**config.mk**
```make
export PLATFORM = sky130hd
export DESIGN_NAME = prescaler_ctrl_flat
export DESIGN_NICKNAME = d
export VERILOG_FILES = /design/src/rtl/prescaler_pkg.sv /design/src/rtl/prescaler_ctrl_if.sv /design/src/rtl/prescaler_chan.sv /design/src/rtl/prescaler_ctrl.sv /design/src/flat_wrapper.sv
export SDC_FILE = /design/constraint.sdc
export NUM_CORES = 1
export LEC_CHECK = 0
export ABC_CLOCK_PERIOD_IN_PS = 9100
export BUFFER_PORTS_ARGS = -buffer_cell sky130_fd_sc_hd__buf_2
export CELL_PAD_IN_SITES_DETAIL_PLACEMENT = 0
export CELL_PAD_IN_SITES_GLOBAL_PLACEMENT = 2
export CORE_MARGIN = 5
export CORE_UTILIZATION = 44
export CTS_BUF_LIST = sky130_fd_sc_hd__clkbuf_16
export DETAILED_ROUTE_END_ITERATION = 7
export GPL_TIMING_DRIVEN = 0
export PLACE_DENSITY = 0.87
export SYNTH_ARGS = -nofsm -noshare
export SYNTH_HDL_FRONTEND = slang
export SYNTH_SLANG_ARGS = --single-unit
```
**constraint.sdc**
```tcl
create_clock -name PCLK -period 9.1 [get_ports PCLK]
set_clock_uncertainty 0.05 [all_clocks]
set_input_delay 1.365 -clock PCLK [delete_from_list [all_inputs] [get_ports PCLK]]
set_output_delay 1.365 -clock PCLK [all_outputs]
set_load 0.05 [all_outputs]
```
**src/rtl/prescaler_pkg.sv**
```systemverilog
// Shared constants and types for the prescaler tick scheduler.
package prescaler_pkg;

  localparam int unsigned NCH_DEF = 4;
  localparam int unsigned CW_DEF  = 16;
  localparam int unsigned PW_DEF  = 8;

  localparam logic [2:0] ADDR_PSC     = 3'd0;
  localparam logic [2:0] ADDR_CTRL    = 3'd1;
  localparam logic [2:0] ADDR_RELOAD0 = 3'd4;

  typedef enum logic [1:0] {
    StIdle,
    StRun,
    StDone
  } chan_state_e;

endpackage

```
**src/rtl/prescaler_ctrl_if.sv**
```systemverilog
// Valid/ready configuration write port of the prescaler tick scheduler.
interface prescaler_ctrl_if
  import prescaler_pkg::*;
#(
  parameter int unsigned CW = CW_DEF
);
  logic          cfg_valid;
  logic          cfg_ready;
  logic [2:0]    cfg_addr;
  logic [CW-1:0] cfg_wdata;

  modport master (
    output cfg_valid,
    output cfg_addr,
    output cfg_wdata,
    input  cfg_ready
  );

  modport slave (
    input  cfg_valid,
    input  cfg_addr,
    input  cfg_wdata,
    output cfg_ready
  );
endinterface

```
**src/rtl/prescaler_chan.sv**
```systemverilog
// One scheduler channel: IDLE/RUN/DONE FSM, down-counter, shadow reload and registered tick.
module prescaler_chan
  import prescaler_pkg::*;
#(
  parameter int unsigned CW = CW_DEF
) (
  input  logic          clk_i,
  input  logic          rst_i,
  input  logic          base_tick_i,
  input  logic          en_set_i,
  input  logic          en_clr_i,
  input  logic          os_i,
  input  logic          reload_we_i,
  input  logic [CW-1:0] reload_i,
  output logic          tick_o,
  output logic          busy_o,
  output logic          os_clr_o
);

  chan_state_e   state_q;
  logic [CW-1:0] cnt_q;
  logic [CW-1:0] shadow_q;
  logic          tick_q;
  logic          expire;

  assign expire   = (state_q == StRun) && base_tick_i && (cnt_q == '0);
  // A disable on the expiry edge wins, so no EN hardware clear is requested then.
  assign os_clr_o = expire && os_i && !en_clr_i;
  assign busy_o   = (state_q == StRun);
  assign tick_o   = tick_q;

  always_ff @(posedge clk_i or posedge rst_i) begin
    if (rst_i) begin
      state_q  <= StIdle;
      cnt_q    <= '0;
      shadow_q <= '0;
      tick_q   <= 1'b0;
    end else begin
      tick_q <= 1'b0;
      if (reload_we_i) begin
        shadow_q <= reload_i;
      end
      if (en_clr_i) begin
        state_q <= StIdle;
      end else begin
        unique case (state_q)
          StIdle: begin
            if (en_set_i) begin
              state_q <= StRun;
              cnt_q   <= shadow_q;
            end
          end
          StRun: begin
            if (base_tick_i) begin
              if (cnt_q != '0) begin
                cnt_q <= cnt_q - CW'(1);
              end else begin
                tick_q <= 1'b1;
                if (os_i) begin
                  state_q <= StDone;
                end else begin
                  cnt_q <= shadow_q;
                end
              end
            end
          end
          StDone:  state_q <= StIdle;
          default: state_q <= StIdle;
        endcase
      end
    end
  end

endmodule

```
**src/rtl/prescaler_ctrl.sv**
```systemverilog
// Tick scheduler top: config port, PSC/CTRL registers, shared base divider and NCH channels.
module prescaler_ctrl
  import prescaler_pkg::*;
#(
  parameter int unsigned NCH = NCH_DEF,
  parameter int unsigned CW  = CW_DEF,
  parameter int unsigned PW  = PW_DEF
) (
  input  logic               PCLK,
  input  logic               PRESET,
  prescaler_ctrl_if.slave    cfg,
  output logic               base_tick,
  output logic [NCH-1:0]     tick,
  output logic [NCH-1:0]     busy
);

  logic           cfg_ready_q;
  logic           wr;
  logic           wr_psc;
  logic           wr_ctrl;
  logic [NCH-1:0] wr_reload;

  logic [PW-1:0]  psc_q;
  logic [PW-1:0]  base_cnt_q, base_cnt_d;
  logic [NCH-1:0] en_q, en_d;
  logic [NCH-1:0] os_q, os_d;
  logic [NCH-1:0] en_set, en_clr, os_clr;

  assign cfg.cfg_ready = cfg_ready_q;
  assign wr            = cfg.cfg_valid && cfg_ready_q;
  assign wr_psc        = wr && (cfg.cfg_addr == ADDR_PSC);
  assign wr_ctrl       = wr && (cfg.cfg_addr == ADDR_CTRL);

  assign en_set    = {NCH{wr_ctrl}} & cfg.cfg_wdata[NCH-1:0] & ~en_q;
  assign en_clr    = {NCH{wr_ctrl}} & ~cfg.cfg_wdata[NCH-1:0];
  assign base_tick = (base_cnt_q == psc_q);

  always_comb begin
    en_d = en_q;
    os_d = os_q;
    if (wr_ctrl) begin
      en_d = cfg.cfg_wdata[NCH-1:0];
      os_d = cfg.cfg_wdata[4 +: NCH];
    end
    en_d = en_d & ~os_clr;
  end

  // Divider only runs while some channel is counting, so idle channels start phase-aligned.
  always_comb begin
    base_cnt_d = base_cnt_q + PW'(1);
    if (wr_psc || (busy == '0) || base_tick) begin
      base_cnt_d = '0;
    end
  end

  always_ff @(posedge PCLK or posedge PRESET) begin
    if (PRESET) begin
      cfg_ready_q <= 1'b0;
      psc_q       <= '0;
      base_cnt_q  <= '0;
      en_q        <= '0;
      os_q        <= '0;
    end else begin
      cfg_ready_q <= !wr;
      base_cnt_q  <= base_cnt_d;
      en_q        <= en_d;
      os_q        <= os_d;
      if (wr_psc) begin
        psc_q <= cfg.cfg_wdata[PW-1:0];
      end
    end
  end

  for (genvar i = 0; i < NCH; i++) begin : g_chan
    assign wr_reload[i] = wr && (cfg.cfg_addr == ADDR_RELOAD0 + 3'(i));

    prescaler_chan #(
      .CW (CW)
    ) u_chan (
      .clk_i       (PCLK),
      .rst_i       (PRESET),
      .base_tick_i (base_tick),
      .en_set_i    (en_set[i]),
      .en_clr_i    (en_clr[i]),
      .os_i        (os_q[i]),
      .reload_we_i (wr_reload[i]),
      .reload_i    (cfg.cfg_wdata),
      .tick_o      (tick[i]),
      .busy_o      (busy[i]),
      .os_clr_o    (os_clr[i])
    );
  end

endmodule

```
**src/flat_wrapper.sv**
```systemverilog
// flat-port wrapper written by rule: the top's interface ports become plain ports
module prescaler_ctrl_flat import prescaler_pkg::*;
#(
  parameter int unsigned NCH = NCH_DEF,
  parameter int unsigned CW  = CW_DEF,
  parameter int unsigned PW  = PW_DEF
)
  (PCLK, PRESET, base_tick, tick, busy, cfg_cfg_valid, cfg_cfg_addr, cfg_cfg_wdata, cfg_cfg_ready);
  prescaler_ctrl_if #(.CW(CW)) cfg_i ();
  input  logic PCLK;
  input  logic PRESET;
  output logic base_tick;
  output logic [NCH-1:0] tick;
  output logic [NCH-1:0] busy;
  input wire logic [$bits(cfg_i.cfg_valid)-1:0] cfg_cfg_valid;
  input wire logic [$bits(cfg_i.cfg_addr)-1:0] cfg_cfg_addr;
  input wire logic [$bits(cfg_i.cfg_wdata)-1:0] cfg_cfg_wdata;
  output wire logic [$bits(cfg_i.cfg_ready)-1:0] cfg_cfg_ready;
  assign cfg_i.cfg_valid = cfg_cfg_valid;
  assign cfg_i.cfg_addr = cfg_cfg_addr;
  assign cfg_i.cfg_wdata = cfg_cfg_wdata;
  assign cfg_cfg_ready = cfg_i.cfg_ready;
  prescaler_ctrl #(.NCH(NCH), .CW(CW), .PW(PW)) u_core (.PCLK(PCLK), .PRESET(PRESET), .cfg(cfg_i), .base_tick(base_tick), .tick(tick), .busy(busy));
endmodule
```
# [Yosys cells after proc, flatten, opt, wreduce, memory -nomap -nowiden]
# Cells that the tools add are included.
[word_totals] latch_bits=0 out_inout_bits=10 ff_bits=165 memories=0 input_bits=22 ramBits=0 mem_bits_ro=0 wordCells=193
[classes] n_mul=0 n_reduce_logical=56 n_div=0 add_sub_neg=5 bitwise=11 n_eq_ne=38 muxes=62 magnitude_cmp=0 shift=0
[op_table] operator="2-to-1 mux 16 bit" n=16
[op_table] operator="one-hot mux 16 bit (2 select lines)" n=4
[op_table] operator="zero test 16 bit" n=4
[op_table] operator="nonzero test 16 bit" n=4
[op_table] operator="subtractor 16 x 1 -> 16 bit, second input constant" n=4
[op_table] operator="2-to-1 mux 2 bit" n=20
[op_table] operator="inequality test 3 x 1 -> 1 bit, second input constant" n=12
[op_table] operator="logical AND 1 bit" n=23
[op_table] operator="AND reduction 5 bit" n=4
[op_table] operator="bitwise AND 4 bit" n=4
[op_table] operator="2-to-1 mux 1 bit" n=16
[op_table] operator="inequality test 2 x 1 -> 1 bit, second input constant" n=8
[op_table] operator="one-hot mux 2 bit (2 select lines)" n=4
[op_table] operator="AND reduction 4 bit" n=4
[op_table] operator="== test 3 bit, second input constant" n=4
[op_table] operator="inequality test 3 x 2 -> 1 bit, second input constant" n=4
[op_table] operator="inequality test 3 bit, second input constant" n=4
[op_table] operator="NOT 4 bit" n=3
[op_table] operator="adder 8 x 1 -> 8 bit, second input constant" n=1
[op_table] operator="== test 2 x 1 -> 1 bit, second input constant" n=4
[op_table] operator="== test 8 bit" n=1
[op_table] operator="zero test 2 bit" n=4
[op_table] operator="2-to-1 mux 8 bit" n=1
[op_table] operator="nonzero test 2 bit" n=4
[op_table] operator="other kinds (7)" n=15

# [Logic depth before layout (Yosys ltp)]
# Gate-level depths: netlist of the first run.
[depth] ltp_word=7 ltp_mapped=9 depth_no_buf=7

# [By module]
# From an unflattened synthesis of the first run, not the netlist that was laid out.
[hier_totals] hier_cells=824 area_unflattened_um2=8694.6
[by_module_without_submodules] module="prescaler_chan" seq_area_each_um2=875.8 instances=4 area_per_inst_um2=1844.3 cells_each=178
[by_module_without_submodules] module="prescaler_ctrl" seq_area_each_um2=625.6 instances=1 area_per_inst_um2=1317.5 cells_each=112

# [Worst setup path before layout of the first run]
# Ideal clock, no wire load.
[synth_path] kind="in2reg" startpoint="in cfg_cfg_valid" endpoint="reg u_core.g_chan[1].u_chan.cnt_q[1]" required_time_ns=8.925 setup_slack_ns=5.983 setup_ns=0.125 path_buffers=1 path_stages=6 t_arrival_ns=2.942 path_cell_list="and3b_1 clkbuf_1 a21oi_1 o221ai_1 nor2_1 mux2_2"
[synth_via] elab_chain_cells=6 elab_cells_between_ends=8 classes_between="1 x eq/ne; 4 x bitwise; 3 x reduce/logical"
[synth_rtl] item="start, declared" line="flat_wrapper.sv:15" text="input wire logic [$bits(cfg_i.cfg_valid)-1:0] cfg_cfg_valid;"
[synth_rtl] item="logical AND 1 bit (*)" line="prescaler_ctrl.sv:30" text="assign wr = cfg.cfg_valid && cfg_ready_q;"
[synth_rtl] item="logical AND 1 bit (*)" line="prescaler_ctrl.sv:32" text="assign wr_ctrl = wr && (cfg.cfg_addr == ADDR_CTRL);"
[synth_rtl] item="bitwise AND 4 bit (2 in series)" line="prescaler_ctrl.sv:34" text="assign en_set = {NCH{wr_ctrl}} & cfg.cfg_wdata[NCH-1:0] & ~en_q;"
[synth_rtl] item="inequality test 2 x 1 -> 1 bit (no source line)"
[synth_rtl] item="AND reduction 5 bit (no source line) (*)"
[synth_rtl] item="end signal, assigned" line="prescaler_chan.sv:50" text="cnt_q <= shadow_q;"
[synth_rtl] item="end signal, assigned" line="prescaler_chan.sv:56" text="cnt_q <= cnt_q - CW'(1);"
[synth_rtl] item="end signal, assigned" line="prescaler_chan.sv:62" text="cnt_q <= shadow_q;"
[synth_rtl] item="end, declared" line="prescaler_chan.sv:21" text="logic [CW-1:0] cnt_q;"
# Every way passes the cells marked *; elsewhere a longest branch is shown, timed or not.
# A chain may end at the register's enable or synchronous reset.

# [Worst setup path in the final report of the first run]
[layout_path] startpoint="reg u_core.g_chan[2].u_chan.state_q[1]" endpoint="out busy[2]"
[layout_via] elab_chain_cells=1
[layout_rtl] item="start, declared" line="prescaler_chan.sv:20" text="chan_state_e state_q;"
[layout_rtl] item="start signal, assigned" line="prescaler_chan.sv:34" text="state_q <= StIdle;"
[layout_rtl] item="start signal, assigned" line="prescaler_chan.sv:44" text="state_q <= StIdle;"
[layout_rtl] item="start signal, assigned" line="prescaler_chan.sv:49" text="state_q <= StRun;"
[layout_rtl] item="== test 2 x 1 -> 1 bit" line="prescaler_chan.sv:29" text="assign busy_o = (state_q == StRun);"
[layout_rtl] item="end, declared" line="flat_wrapper.sv:14" text="output logic [NCH-1:0] busy;"
# No other way between the ends.

==> metrics.md, run 1 <==
| Metric | Value |
|---|---|
| Most common cell after layout, fill and taps aside | dfrtp_1 |
| Post-CTS Setup Repair Bufs | 0 |
| Non-filler cells, final | ~1,200 |
| Fin. Hold Viols | 0 |
| Via count | slightly above 7,000 |
| Critical Path Source Type | flip-flop |
| Average cell area after synthesis | roughly 10 sq um |
| Number of synthesized flops with an enable pin | 0 |
| Worst R2R Path Depth | 9 |
| Outcome | finished clean |
| VDD IR-drop max | about 0.16 mV |
| First-pass GRT wire length | roughly 40 mm |
| Fmax | 248 MHz |
| Fillcell total | between 1,500 and 2,000 |
| Routed Antenna Nets | 0 |
| CTS buffer count | 17 |
| Vias/cell | just under 6 |
| First-pass DRT Iterations | 5 |
| CP arrival | approximately 2.6 ns |
| Slew @ Worst Pin | between 0.8 and 0.9 ns |
| I/O pins | 32 |
| PD cells | 304 nW/um^2 |
| CTS tree | yes |
| CTS root buf | clkbuf_16 |
| Sink Count | 165 |
| Flop2flop setup slack | between 6 and 7 ns |
| Most frequent cells in the layout | 165 x dfrtp_1, 70 x mux2_2, 54 x nor2_1, 48 x nor3_1, 44 x nand2_1 |
| Layout cell share with drive strength beyond 1 | approximately 18% |
| CP Class | reg -> out |
| Mapped Area | around 9000 sq um |
| Antenna violations before repair | 0 |
| Clock transition at path regs | roughly 0.070 ns |
| Crit-path leading delay family | buffers and inverters |
| Main flop type after synthesis | dfrtp_1 |
| Yosys reg bits | roughly 170 |
| Multi-input logic area | 4430 sq um |
| Vias in the first global route | 7,140 |
| DR iter-0 viols | around 500 |
| CP max-delay cell | clkbuf_1 |
| Hold endpoint | u_core.g_chan[0].u_chan.state_q[0]$_DFFE_PP0P_ |
| Period utilization | between 40% and 50% |
| Largest net degree at the start of global routing | 95 |
| Buf+Inv Stages, Crit Path | 6 |
| Post-cts sizing count | 0 |
| Final Setup Violations | 0 |
| Post-synthesis cell type count | 67 |
| Ys async rst share | 100% |
| Register area share after synthesis | between 40% and 50% |
| CP Max Fanout | 10 |
| Hpwl dp | 17.6 mm |
| Synthesis Warnings | 0 |
| Cell Chain, Critical Path | nand2b_1 > clkbuf_1 > inv_1 > clkbuf_1 > clkbuf_1 > buf_4 > buf_2 |
| Max-cap viol count | 0 |
| Nets@finish | between 900 and 1,000 |
| Die Height | roughly 150 um |
| Hold_buf cts | 0 |
| R2R Path End | u_core.g_chan[3].u_chan.cnt_q[4]$_DFFE_PP0P_ |
| Rows | 52 |
| Setup TNS | 0 ns |
| RSZ-0062 raised after global routing | false |
| Worst r2r src | u_core.g_chan[3].u_chan.cnt_q[0]$_DFFE_PP0P_ |
| Most common cell on crit path | clkbuf_1 |
| H-tree depth | 4 |
| IO buf count | 31 |
| Total wire length | 25.4 mm |
| CORE AREA | between 20,000 and 25,000 sq um |
| Congestion Overflow GR | 0 |
| Hold_sp | u_core.g_chan[0].u_chan.state_q[0]$_DFFE_PP0P_ |
| Clk_lat worst skew | approximately 0.43 ns |
| Wire length per cell | between 20 and 25 um |
| Drt drc | 0 |
| Leakage | between 4 and 5 nW |
| Overall global routing resource usage | between 20 and 25% |
| Placed insts | 1,197 |
| Final min period | between 4 and 5 ns |
| Critical Path RT | slightly below 8 ns |
| Max_slew headroom | between 40 and 50% |
| Hold Crit Class | reg -> reg |
| Setup crit end kind | output port |
| CTS Buffer Depth | 2 |
| N_diodes | 0 |
| Max-slew violations | 0 |
| Hold depth | 1 |
| Net Count, Synth | about 900 |
| Initial Util | approximately 45% |
| Post-Syn Instances | slightly below 900 |
| Total die area | roughly 23,000 sq um |
| Synthesis-to-finish area growth | 11.8% |
| DIE WIDTH | between 150 and 200 um |
| Final GP Congestion | approximately 0.86 |
| Register Area | approximately 4100 sq um |
| Worst path max stage delay | between 0.4 and 0.5 ns |
[cells by family after synthesis]
group / count (synthesis) / share of synthesized area (%)
xor+xnor: 14 / 1.37
mux: 106 / 12.8
fa+ha+maj: 9 / 1.25
compound gates: 213 / 16.1
buf+inv: 99 / 4.71
flops: 165 / 46.0
simple gates: 289 / 17.8
[cell type report]
cell class                      count  area share, %
Tap cell                          270           3.36
Timing Repair Buffer               32           1.82
Clock buffer                       17           4.24
Inverter                           43           1.68
Buffer                             56           2.60
Clock inverter                     15           1.07
Sequential cell                   165           41.1
Multi-Input combinational cell    631           44.1
[state kept, by name, indices dropped and copies added, names as in the netlist]
name,count
u_core.cfg.cfg_ready,1
u_core.psc_q,8
u_core.en_q,4
u_core.g_chan.u_chan.state_q,8
u_core.base_cnt_q,8
u_core.g_chan.u_chan.shadow_q,64
u_core.g_chan.u_chan.tick_o,4
u_core.os_q,4
u_core.g_chan.u_chan.cnt_q,64
[per-layer routing]
metal,share of wire (%),global-route usage (%)
met4,1.0,5.05
met3,3.0,3.28
met5,0,0
met2,48,35.2
met1,48,32.1
[where the power goes]
group	internal, mW	switching (mW)	total [mW]
combinational	0.461	0.697	1.16
sequential	0.976	0.248	1.22
clock	0.351	0.317	0.668
[cell usage after synthesis (17+ instances only)]
cell type | count | share of area, %
dfrtp_1 | 165 | 46
mux2_2 | 70 | 8.8
nor2_1 | 54 | 2.3
nor3_1 | 48 | 2.7
nand2_1 | 44 | 1.8
inv_1 | 42 | 1.8
o21ai_0 | 37 | 2.1
mux2i_1 | 36 | 4.0
o211ai_1 | 36 | 3.0
a21oi_1 | 34 | 1.9
clkbuf_1 | 32 | 1.3
a211oi_1 | 28 | 2.3
nand3_1 | 26 | 1.4
nor4_1 | 20 | 1.4
o22ai_1 | 19 | 1.3
nand4_1 | 17 | 1.2
[worst max path at each step]
stage / start / endpoint / slack [ns] / depth (start not counted)
after floorplan: PRESET / u_core.base_cnt_q[0]$_DFF_PP0_ / 3.22 / 1
after global placement: PRESET / u_core.g_chan[1].u_chan.cnt_q[2]$_DFFE_PP0P_ / 1.12 / 2
after detailed placement: cfg_cfg_valid / u_core.g_chan[1].u_chan.cnt_q[1]$_DFFE_PP0P_ / 5.09 / 7
after CTS: u_core.g_chan[2].u_chan.state_q[1]$_DFFE_PP0P_ / busy[2] / 5.09 / 7
after global routing: u_core.g_chan[2].u_chan.state_q[1]$_DFFE_PP0P_ / busy[2] / 4.92 / 7
final: u_core.g_chan[2].u_chan.state_q[1]$_DFFE_PP0P_ / busy[2] / 5.07 / 7
[metrics by stage]
stage	power [mW]	util [%]	hold WS, ns	setup WS [ns]	cell area [sq um]
after floorplan	2.04	-	0.389	3.22	8980
after global placement	2.38	47.0	0.415	1.12	9470
after detailed placement	2.38	47.1	0.420	5.09	9510
after CTS	3.06	49.8	0.434	5.09	10000
after global routing	3.27	49.8	0.447	4.92	10000
final	3.05	49.8	0.439	5.07	10000
(Power assumes the default switching activity.)
==> run 2, diff against run 1 <==
ABC_CLOCK_PERIOD_IN_PS = 3600   (was 9100)
CORE_UTILIZATION = 37   (was 44)
PLACE_DENSITY = 0.78   (was 0.87)
clock period = 3.6 ns   (was 9.1 ns; I/O delays follow)
==> run 2 against run 1 <==
Compared with the run above:
- power grew to 2.6 times the previous value
- setup slack worse by 4.8 ns
- register-to-register slack worse by 5.5 ns
- critical endpoint unchanged
- die area is 18% higher
- core utilization is 7.5 points lower
==> metrics.md, run 2 (synthesis results as in run 1) <==
| Metric | Value |
|---|---|
| Non-filler cells, final | 1,285 (+4.6%) |
| Sw Pwr | 3.23 mW (+160%) |
| Clk_lat worst skew | 0.43 ns (about the same) |
| Hpwl dp | 18.9 mm (+7.3%) |
| First-pass GRT wire length | 43.1 mm (+5.0%) |
| Max-slew violations | 0 (unchanged) |
| Most common cell after layout, fill and taps aside | dfrtp_1 |
| IO buf count | 31 (unchanged) |
| Critical Path Source Type | flip-flop |
| Antenna violations before repair | 0 (unchanged) |
| Register Area | 4130 sq um (unchanged) |
| H-tree depth | 4 (unchanged) |
| Sequential share of power | 39.0% (-1.1 points) |
| Max_slew headroom | 38.9% (-7.2 points) |
| Vias in the first global route | 7,435 (+4.1%) |
| Setup crit end kind | output port |
| Congestion Overflow GR | 0 (unchanged) |
| Total wire length | 27.1 mm (+6.6%) |
| Post-cts sizing count | 0 (unchanged) |
| Multi-input logic area | 4430 sq um (unchanged) |
| Slew @ Worst Pin | 0.917 ns (+0.111 ns) |
| DIE WIDTH | 166 um (+8.5%) |
| Max-cap viol count | 0 (unchanged) |
| Top flop regs | u_core.g_chan.u_chan.cnt_q x64, u_core.g_chan.u_chan.shadow_q x64 |
| Rows | 57 (+9.6%) |
| Hold Crit Class | in -> async |
| Clock transition at path regs | 0.07 ns (about the same) |
| Routed Antenna Nets | 0 (unchanged) |
| GR peak layer | met2 |
| Post-CTS Setup Repair Bufs | 0 (unchanged) |
| Most frequent cells in the layout | 165 x dfrtp_1, 70 x mux2_2, 54 x nor2_1, 48 x nor3_1, 44 x nand2_1 |
| Nets@finish | 980 (+0.31%) |
| CORE AREA | 24,100 sq um (+20%) |
| Final min period | between 3 and 4 ns |
| GR Util met2 | 32.2% (-3.1 points) |
| P_int | 4.67 mW (+160%) |
| Final Setup Violations | 0 (unchanged) |
| Fmax | 303 MHz |
| Met3 track demand over resource | 3.28% (+0.0053 points) |
| Hold_buf cts | 0 (unchanged) |
| Fillcell total | 2,455 (+24%) |
| Leakage | 4.21 nW (+0.53%) |
| PD cells | 774 nW/um^2 (+150%) |
| Net Sw Frac | 40.9% (-0.50 points) |
| Clk pwr share | 23.5% (+1.6 points) |
| Period utilization | between 90% and 100% |
| Critical Path RT | 3.01 ns (-4.68 ns) |
| First-pass DRT Iterations | 5 (unchanged) |
| Layout cell share with drive strength beyond 1 | 18.2% (+0.27 points) |
| Initial Util | 37.3% (-7.3 points) |
| Final GP Congestion | 0.850 (-1.5%) |
| CTS root buf | clkbuf_16 |
| Hold WS | 0.146 ns (-0.294 ns) |
| Synthesis-to-finish area growth | 13.6% |
| Placed insts | 1,254 (+4.8%) |
| Combinational power share | 37.5% (-0.5 points) |
| Die Height | 166 um (+8.5%) |
| Largest net degree at the start of global routing | 40 (-58%) |
| I/O pins | 32 (unchanged) |
| Sink Count | 165 (unchanged) |
| Via count | 7,332 (+1.1%) |
| CP arrival | 2.71 ns (+0.10 ns) |
| Setup TNS | 0 ns (unchanged) |
| VDD IR-drop max | 0.365 mV (+120%) |
| CTS Buffer Depth | 2 (unchanged) |
| RSZ-0062 raised after global routing | false |
| Drt drc | 0 (unchanged) |
| Total die area | 27,500 sq um (+18%) |
| Fin. Hold Viols | 0 (unchanged) |
| Outcome | finished clean |
| Overall global routing resource usage | 19.7% (-2.4 points) |
| Vias/cell | 5.71 (-3.3%) |
| CP Class | reg -> out |
| CP Max Fanout | 10 (unchanged) |
| Met1 Track Usage GR | 27.3% (-4.8 points) |
| N_diodes | 0 (unchanged) |
| CTS tree | yes |
| DR iter-0 viols | 485 (-4.7%) |
| CTS buffer count | 17 (unchanged) |
| Wire length per cell | 21.1 um (+1.9%) |
run 2: cell count changes in the layout (fill, tap and decap cells not counted):
| cell | change |
|---|---|
| buf_12 | +4 |
| buf_16 | -1 |
| bufinv_16 | +2 |
| clkinv_2 | -2 |
| clkinv_4 | -3 |
| clkinvlp_4 | +4 |
| inv_1 | -1 |
| inv_8 | -1 |
run 2: final timing paths:
| kind | slack, ns | cells after the start | from | end |
|---|---|---|---|---|
| max in group asynchronous | 2.17 | 5 | PRESET | u_core.g_chan[2].u_chan.shadow_q[15]$_DFFE_PP0P_ |
| min | 0.15 | 2 | PRESET | u_core.psc_q[7]$_DFFE_PP0P_ |
| min reg2reg | 0.44 | 2 | u_core.g_chan[0].u_chan.shadow_q[3]$_DFFE_PP0P_ | u_core.g_chan[0].u_chan.shadow_q[3]$_DFFE_PP0P_ |
| max reg2reg | 0.59 | 9 | u_core.g_chan[3].u_chan.cnt_q[0]$_DFFE_PP0P_ | u_core.g_chan[3].u_chan.cnt_q[3]$_DFFE_PP0P_ |
| max | 0.30 | 7 | u_core.g_chan[2].u_chan.state_q[1]$_DFFE_PP0P_ | busy[2] |
| min in group PCLK | 0.25 | 2 | cfg_cfg_valid | u_core.cfg.cfg_ready$_DFF_PP0_ |
run 2: power groups by stage:
stage	Clock, mW	Combinational (mW)	Sequential (mW)
after detailed placement	0	2.96	3.10
after floorplan	0	2.25	2.92
after CTS	1.88	2.97	3.07
after global routing	1.97	3.31	3.17
after global placement	0	2.93	3.10
final	1.85	2.96	3.08
run 2: layer usage:
| layer | vias to the layer above | part of all wire (%) |
|---|---|---|
| li1 | 3467 | - |
| met1 | 3698 | 48 |
| met2 | 138 | 47 |
| met3 | 29 | 3.2 |
| met4 | 0 | 1.7 |
| met5 | - | 0 |
run 2: cell type report:
class | count | share of cell area [%]
Tap cell | 324 | 3.97
Buffer | 56 | 2.56
Multi-Input combinational cell | 631 | 43.4
Clock buffer | 17 | 4.17
Timing Repair Buffer | 35 | 2.31
Inverter | 43 | 1.62
Clock inverter | 14 | 1.47
Sequential cell | 165 | 40.5
run 2: metrics by stage:
stage | setup slack [ns] | utilization [%] | instance area [sq um] | power, mW
2_1_floorplan | 0.911 | - | 8980 | 5.16
3_3_place_gp | -0.308 | 39.6 | 9540 | 6.03
3_5_place_dp | 0.498 | 39.9 | 9620 | 6.06
4_1_cts | 0.287 | 42.3 | 10200 | 7.92
5_1_grt | 0.116 | 42.3 | 10200 | 8.44
6_report | 0.301 | 42.3 | 10200 | 7.89
run 2: worst max-delay path: stages, from the launching register on:
cell and delay [ns]:
dfrtp_1 0.39, nand2b_1 0.14, clkbuf_1 0.26, inv_1 0.17, clkbuf_1 0.39, clkbuf_1 0.48
buf_4 0.19, buf_2 0.25
